`config.mk`:
```
export PLATFORM = sky130hd
export DESIGN_NAME = dmem_arbiter
export DESIGN_NICKNAME = d
export VERILOG_FILES = /design/src/rtl/dmem_arbiter.sv
export SDC_FILE = /design/constraint.sdc
export NUM_CORES = 1
export LEC_CHECK = 0
export CORE_AREA = 2 2 116 118
export DETAILED_ROUTE_END_ITERATION = 10
export DIE_AREA = 0 0 118 120
export SYNTH_ARGS = -nofsm -noshare
export SYNTH_HDL_FRONTEND = slang
export SYNTH_SLANG_ARGS = --single-unit
```
`constraint.sdc`:
```
create_clock -name clk -period 6.1 [get_ports clk]
set_input_delay 1.83 -clock clk [delete_from_list [all_inputs] [get_ports clk]]
set_output_delay 1.83 -clock clk [all_outputs]
set_load 0.005 [all_outputs]
```
`src/rtl/dmem_arbiter.sv`:
```
// dmem_arbiter: round-robin two-port arbiter with locked bursts for one shared data memory.
// Revision 1.0
`default_nettype none

module dmem_arbiter #(
  parameter int AW        = 32,
  parameter int DW        = 32,
  parameter int MAX_BURST = 4
) (
  input  logic          clk,
  input  logic          reset,
  input  logic          p0_req,
  input  logic          p1_req,
  input  logic          p0_we,
  input  logic          p1_we,
  input  logic          p0_lock,
  input  logic          p1_lock,
  input  logic [AW-1:0] p0_addr,
  input  logic [AW-1:0] p1_addr,
  input  logic [DW-1:0] p0_wdata,
  input  logic [DW-1:0] p1_wdata,
  output logic          p0_ack,
  output logic          p1_ack,
  output logic [DW-1:0] p0_rdata,
  output logic [DW-1:0] p1_rdata,
  output logic          p0_err,
  output logic          p1_err,
  output logic          mem_we,
  output logic [AW-1:0] mem_a,
  output logic [DW-1:0] mem_wd,
  input  logic [DW-1:0] mem_rd
);

  localparam logic [4:0] C_MAX = 5'(MAX_BURST);

  typedef enum logic [1:0] {
    OWN_NONE = 2'd0,
    OWN_P0   = 2'd1,
    OWN_P1   = 2'd2
  } owner_t;

  owner_t        r_owner, w_owner_nxt;
  logic          r_prio, w_prio_nxt;
  logic [3:0]    r_bcnt, w_bcnt_nxt;

  logic          w_gnt0, w_gnt1, w_any;
  logic [AW-1:0] w_sel_addr;
  logic [DW-1:0] w_sel_wdata;
  logic          w_sel_we, w_sel_lock, w_misal;
  logic [3:0]    w_base;
  logic [4:0]    w_inc;

  // An owner that drops its request loses the lock in the same cycle.
  always_comb begin
    w_gnt0 = 1'b0;
    w_gnt1 = 1'b0;
    if (!reset) begin
      if (r_owner == OWN_P0 && p0_req)      w_gnt0 = 1'b1;
      else if (r_owner == OWN_P1 && p1_req) w_gnt1 = 1'b1;
      else if (p0_req && p1_req) begin
        if (r_prio) w_gnt1 = 1'b1;
        else        w_gnt0 = 1'b1;
      end
      else if (p0_req) w_gnt0 = 1'b1;
      else if (p1_req) w_gnt1 = 1'b1;
    end
  end

  assign w_any       = w_gnt0 | w_gnt1;
  assign w_sel_addr  = w_gnt1 ? p1_addr  : p0_addr;
  assign w_sel_wdata = w_gnt1 ? p1_wdata : p0_wdata;
  assign w_sel_we    = w_gnt1 ? p1_we    : p0_we;
  assign w_sel_lock  = w_gnt1 ? p1_lock  : p0_lock;
  assign w_misal     = |w_sel_addr[1:0];

  assign mem_a    = w_any ? w_sel_addr  : '0;
  assign mem_wd   = w_any ? w_sel_wdata : '0;
  assign mem_we   = w_any & w_sel_we & ~w_misal;

  assign p0_ack   = w_gnt0;
  assign p1_ack   = w_gnt1;
  assign p0_err   = w_gnt0 & w_misal;
  assign p1_err   = w_gnt1 & w_misal;
  assign p0_rdata = (w_gnt0 && !w_misal) ? mem_rd : '0;
  assign p1_rdata = (w_gnt1 && !w_misal) ? mem_rd : '0;

  // Burst count continues only when the current owner is the one granted.
  assign w_base = ((w_gnt0 && r_owner == OWN_P0) || (w_gnt1 && r_owner == OWN_P1)) ? r_bcnt : 4'd0;
  assign w_inc  = {1'b0, w_base} + 5'd1;

  always_comb begin
    w_prio_nxt  = r_prio;
    w_owner_nxt = OWN_NONE;
    w_bcnt_nxt  = 4'd0;
    if (w_any) begin
      w_prio_nxt = w_gnt0;
      if (w_sel_lock && w_inc < C_MAX) begin
        w_owner_nxt = w_gnt0 ? OWN_P0 : OWN_P1;
        w_bcnt_nxt  = w_inc[3:0];
      end
    end
  end

  always_ff @(posedge clk) begin
    if (reset) begin
      r_prio  <= 1'b0;
      r_owner <= OWN_NONE;
      r_bcnt  <= 4'd0;
    end else begin
      r_prio  <= w_prio_nxt;
      r_owner <= w_owner_nxt;
      r_bcnt  <= w_bcnt_nxt;
    end
  end

endmodule

`default_nettype wire

```
-- After elaboration in Yosys (flattened, before gate mapping)
Index checks and enable logic that the tools add are counted.
- output and inout port bits: 133
- logic and storage cells: 50
- register bits after elaboration: 7
- bits of input ports: 168
- equal/unequal tests: 2
- multiplexer cells: 23
- magnitude comparators: 1
- reductions and logical operators: 12
- add/subtract/negate cells: 1
- bitwise operators: 8
- operators with widths (kind ; count):
    32-bit two-way mux ; 6
    1-bit two-way mux ; 15
    1-bit logical AND ; 8
    4-bit by 1-bit adder with 5-bit output (second input constant) ; 1
    5-bit by 3-bit less-than comparator with 1-bit output (second input constant) ; 1
    1-bit AND ; 4
    4-bit two-way mux ; 1
    1-bit inverter ; 3
    3-bit OR reduction ; 1
    2-bit by 1-bit == test with 1-bit output (second input constant) ; 1
    2-bit == test (second input constant) ; 1
    2-bit two-way mux ; 1
    2-bit OR reduction ; 1
    1-bit zero test ; 1
    1-bit logical OR ; 1
    1-bit OR ; 1

-- Longest topological paths before layout
- depth after elaboration: 14
- mapped depth: 7
- gate-level depth less buffers: 7

-- Least setup slack after synthesis
OpenSTA, ideal clock, no wires.
- kind: in2out
- start: in p0_req
- end: out p0_rdata[22]
- arrival: 2.903 ns
- slack: 1.367 ns
- stages on the path: 6
- required time: 4.270 ns
- buffers on the path: 2
- cells stage by stage: nand3b_1 o2111a_1 buf_6 mux2_4 buf_6 and3_1
- word-level cells in the longest chain between the ends: 10
- elaborated cells on any way between the ends: 17
- ends and longest elaborated chain (element ; RTL line ; text):
    start: declaration ; 12 ; input logic p0_req,
    1-bit two-way mux or 1-bit logical AND (tied branches) ; 64, 60 ;
    1-bit two-way mux ; 60 ; else if (p0_req && p1_req) begin
    1-bit two-way mux ; 59 ; else if (r_owner == OWN_P1 && p1_req) w_gnt1 = 1'b1;
    1-bit two-way mux ; 58 ; if (r_owner == OWN_P0 && p0_req) w_gnt0 = 1'b1;
    1-bit two-way mux ; 57 ; if (!reset) begin
    32-bit two-way mux ; 70 ; assign w_sel_addr = w_gnt1 ? p1_addr : p0_addr;
    2-bit OR reduction ; 74 ; assign w_misal = |w_sel_addr[1:0];
    1-bit zero test ; 84 ; assign p0_rdata = (w_gnt0 && !w_misal) ? mem_rd : '0;
    1-bit logical AND (*) ; 84 ;
    32-bit two-way mux (*) ; 84 ;
    end: declaration ; 24 ; output logic [DW-1:0] p0_rdata,
Every way passes the cells marked *; elsewhere a longest branch is shown, timed or not.

-- Worst setup path in the final report
- start: in p1_req
- end: out mem_wd[13]
- word-level cells in the longest chain between the ends: 8
- elaborated cells on any way between the ends: 15
- ends and longest elaborated chain (element ; RTL line ; text):
    start: declaration ; 13 ; input logic p1_req,
    1-bit two-way mux ; 65 ; else if (p1_req) w_gnt1 = 1'b1;
    1-bit two-way mux ; 64 ; else if (p0_req) w_gnt0 = 1'b1;
    1-bit two-way mux ; 60 ;
    1-bit two-way mux ; 59 ;
    1-bit two-way mux ; 58 ;
    1-bit two-way mux ; 57 ;
    32-bit two-way mux or 1-bit OR (tied branches) ; 71, 69 ;
    32-bit two-way mux (*) ; 77 ; assign mem_wd = w_any ? w_sel_wdata : '0;
    end: declaration ; 30 ; output logic [DW-1:0] mem_wd,
Marked as above.

==> results.py <==
metrics = {
    "pwr": {
        "power_frac_seq_pct": 11.4,
        "switching_share_pct": 25.3,
        "power.switching_uw": 112,
        "internal_power_uw": 329,
        "power_leakage_nw": 1.87,
        "clkPwrFrac_pct": 25.3,
        "p_comb_share_pct": 63.3,
        "powerDensity_nw_per_um2": 93.6,
        "vdd_drop_max_mv": 0.0672,
    },
    "global_route": {
        "met2_usage_pct": 26.3,
        "antenna_found_initial": 0,
        "use_met3_pct": 4.13,
        "grt_use_met1_pct": 16.1,
        "grt_pass1_vias": 2760,
        "grt_overflow": 0,
        "grt_max_degree": 70,
        "grt_pass1_wl_mm": 15.7,
        "grt.total_usage_pct": 14.0,
        "top_usage_layer": "met2",
    },
    "drt": {
        "drtAntennaViolNets": 0,
        "drc": 0,
        "first_pass_iters": 4,
        "vias": 2719,
        "routedWlPerCell_um": 16.8,
        "first_iter_violations": 70,
        "vias_per_cell": 4.14,
        "drt_wl_total_mm": 11.1,
    },
    "floorplan": {
        "dieArea_um2": 14200,
        "die_w_um": 118,
        "fp.dieH_um": 120,
        "coreArea_um2": 13000,
        "start_util_pct": 11.3,
        "io_pins": 301,
        "core.rowCount": 42,
    },
    "timing": {
        "fin_crit_sh_pct": 94.4,
        "grt_setup_unrepaired": "no",
        "setup_slack_ns": 0.345,
        "finalSetupViolCount": 0,
        "setup_tns_ns": 0,
        "slew_violations": 0,
        "skew_ns": 0.00167,
        "final_hold_viol_count": 0,
        "min_period_ns": 5.76,
        "fmax_mhz": 174,
    },
    "yosys": {
        "async_flop_share_pct": 0,
        "syn_avg_cell_area_um2": 7.49,
        "synth_ff_type": "dfxtp_1",
        "yosysMostFrequentCell": "a22o_1",
        "synthCells": 196,
        "synth_area_um2": 1470,
        "ys_warn_count": 0,
        "synth-seq-cells": 7,
        "yosysTopAreaCell": "a22o_1",
        "synth_top_area_share_pct": 38.2,
        "synth_common_cells": "a22o_1 (64), and2_1 (35), and3_1 (34)",
        "synthTopCellsByArea": "a22o_1 (38%), and2_1 (15%), and3_1 (14%)",
        "yosysUniqueCellTypes": 29,
        "synth-edff-count": 0,
        "seq_area_frac_synth_pct": 9.54,
    },
    "clock_network": {
        "cts_inserted_buffers": 3,
        "post_cts_resized": 0,
        "htreeDepth": 1,
        "clock_latency_ns": 0.23,
        "cts_root_buffer": "clkbuf_16",
        "ctsHoldBuffers": 0,
        "cts_setup_buffers": 0,
        "clock_path_buffers": 2,
        "clkTransAtPathRegs_ns": 0.03,
        "cts.sinks": 7,
        "cts_tree": "done",
    },
    "setup_path": {
        "critPathKind": "input pin to primary output",
        "worst_ep_arrival_time_ns": 3.93,
        "cp.required_ns": 4.27,
        "critical_path.max_fanout": 41,
        "worstSetupEndpointType": "primary output",
        "cp-start-kind": "input pin",
    },
    "finish": {
        "syn_to_final_growth_pct": 221,
        "diodes": 0,
        "fin_nets": 651,
        "fin_cells": 657,
        "layout-drive-gt1-share_pct": 2.29,
        "final_util_pct": 36.3,
    },
    "place": {
        "dp_hpwl_mm": 9.17,
        "post-place-cells": 653,
        "place_congestion": 0.877,
        "port_buffers": 300,
        "place_ws_ns": 0.340,
    },
    "min_path": {
        "hold_class": "flop to flop",
    },
    "outcome": {
        "status": "complete, no violations",
    },
    "job": {
        "max_cap_violations": 0,
    },
}
state kept, by name, indices dropped and copies added, names as in the netlist:
signal   count
r_owner      2
r_bcnt       4
r_prio       1
cell families after synthesis:
kind of cell	Yosys count	share of synthesized area, %
muxes	1	1.02
adders and majority gates	1	0.852
AOI/OAI and AO/OA	74	43.9
other	1	0.255
DFF	7	9.54
buffers and inverters	27	9.37
and+or+nand+nor	85	35.1
power groups by stage:
stage,Sequential (mW),Clock [mW],Combinational (mW)
final,0.0503,0.112,0.279
after global routing,0.0505,0.116,0.296
after CTS,0.0503,0.114,0.282
after detailed placement,0.0510,0,0.279
after global placement,0.0508,0,0.281
after floorplan,0.0505,0,0.0742
critical path, cell delays in order:
cell and delay, ns:
clkdlybuf4s50_1 0.45, nand3b_1 0.18, o2111a_4 0.27, buf_4 0.39, a22o_1 0.27, clkdlybuf4s50_1 0.52
layer usage:
layer	vias to the layer above	part of all wire, %
li1	1322	-
met1	1246	40
met2	148	51
met3	3	8.6
met4	0	0.32
met5	-	0
worst paths after layout:
kind         slack, ns        from          to  cells past startpoint
min               0.47      r_prio      r_prio                      2
max reg2reg       4.26  r_owner[0]   r_bcnt[1]                      7
max               0.34      p1_req  mem_wd[13]                      6
min reg2reg       0.47      r_prio      r_prio                      2
area by class of cell:
cell class | instances | area [µm²]
flip-flops and latches | 7 | 140
inverters | 2 | 7.51
fillers | 1361 | 8260
well taps | 176 | 220
multi-input cells | 163 | 1200
repair buffers | 305 | 3070
clock buffers | 4 | 78.8
placed cells by master (no fill, tap or decap), drive strengths merged:
master,synthesis,final
a211oi,1,1
a21o,1,1
a21oi,1,1
a22o,64,64
a22oi,1,1
a32o,1,1
and2,35,35
and3,34,34
buf,11,5
clkbuf,14,4
clkdlybuf4s50,0,300
conb,1,2
dfxtp,7,7
ha,1,1
inv,2,2
mux2,1,1
nand2,3,3
nand2b,1,1
nand3,1,1
nand3b,2,2
nor2,4,4
nor2b,3,3
nor3,1,1
nor3b,1,1
o2111a,2,2
o21ai,1,1
o32a,1,1
o32ai,1,1
per-stage QoR:
stage	power, mW	instance area, µm²	hold WS (ns)
3_5_place_dp	0.330	4640	0.471
2_1_floorplan	0.125	1470	0.444
6_report	0.441	4720	0.472
3_3_place_gp	0.331	4640	0.469
5_1_grt	0.463	4720	0.525
4_1_cts	0.447	4720	0.477
No activity file was read; power rests on OpenSTA's default activity.
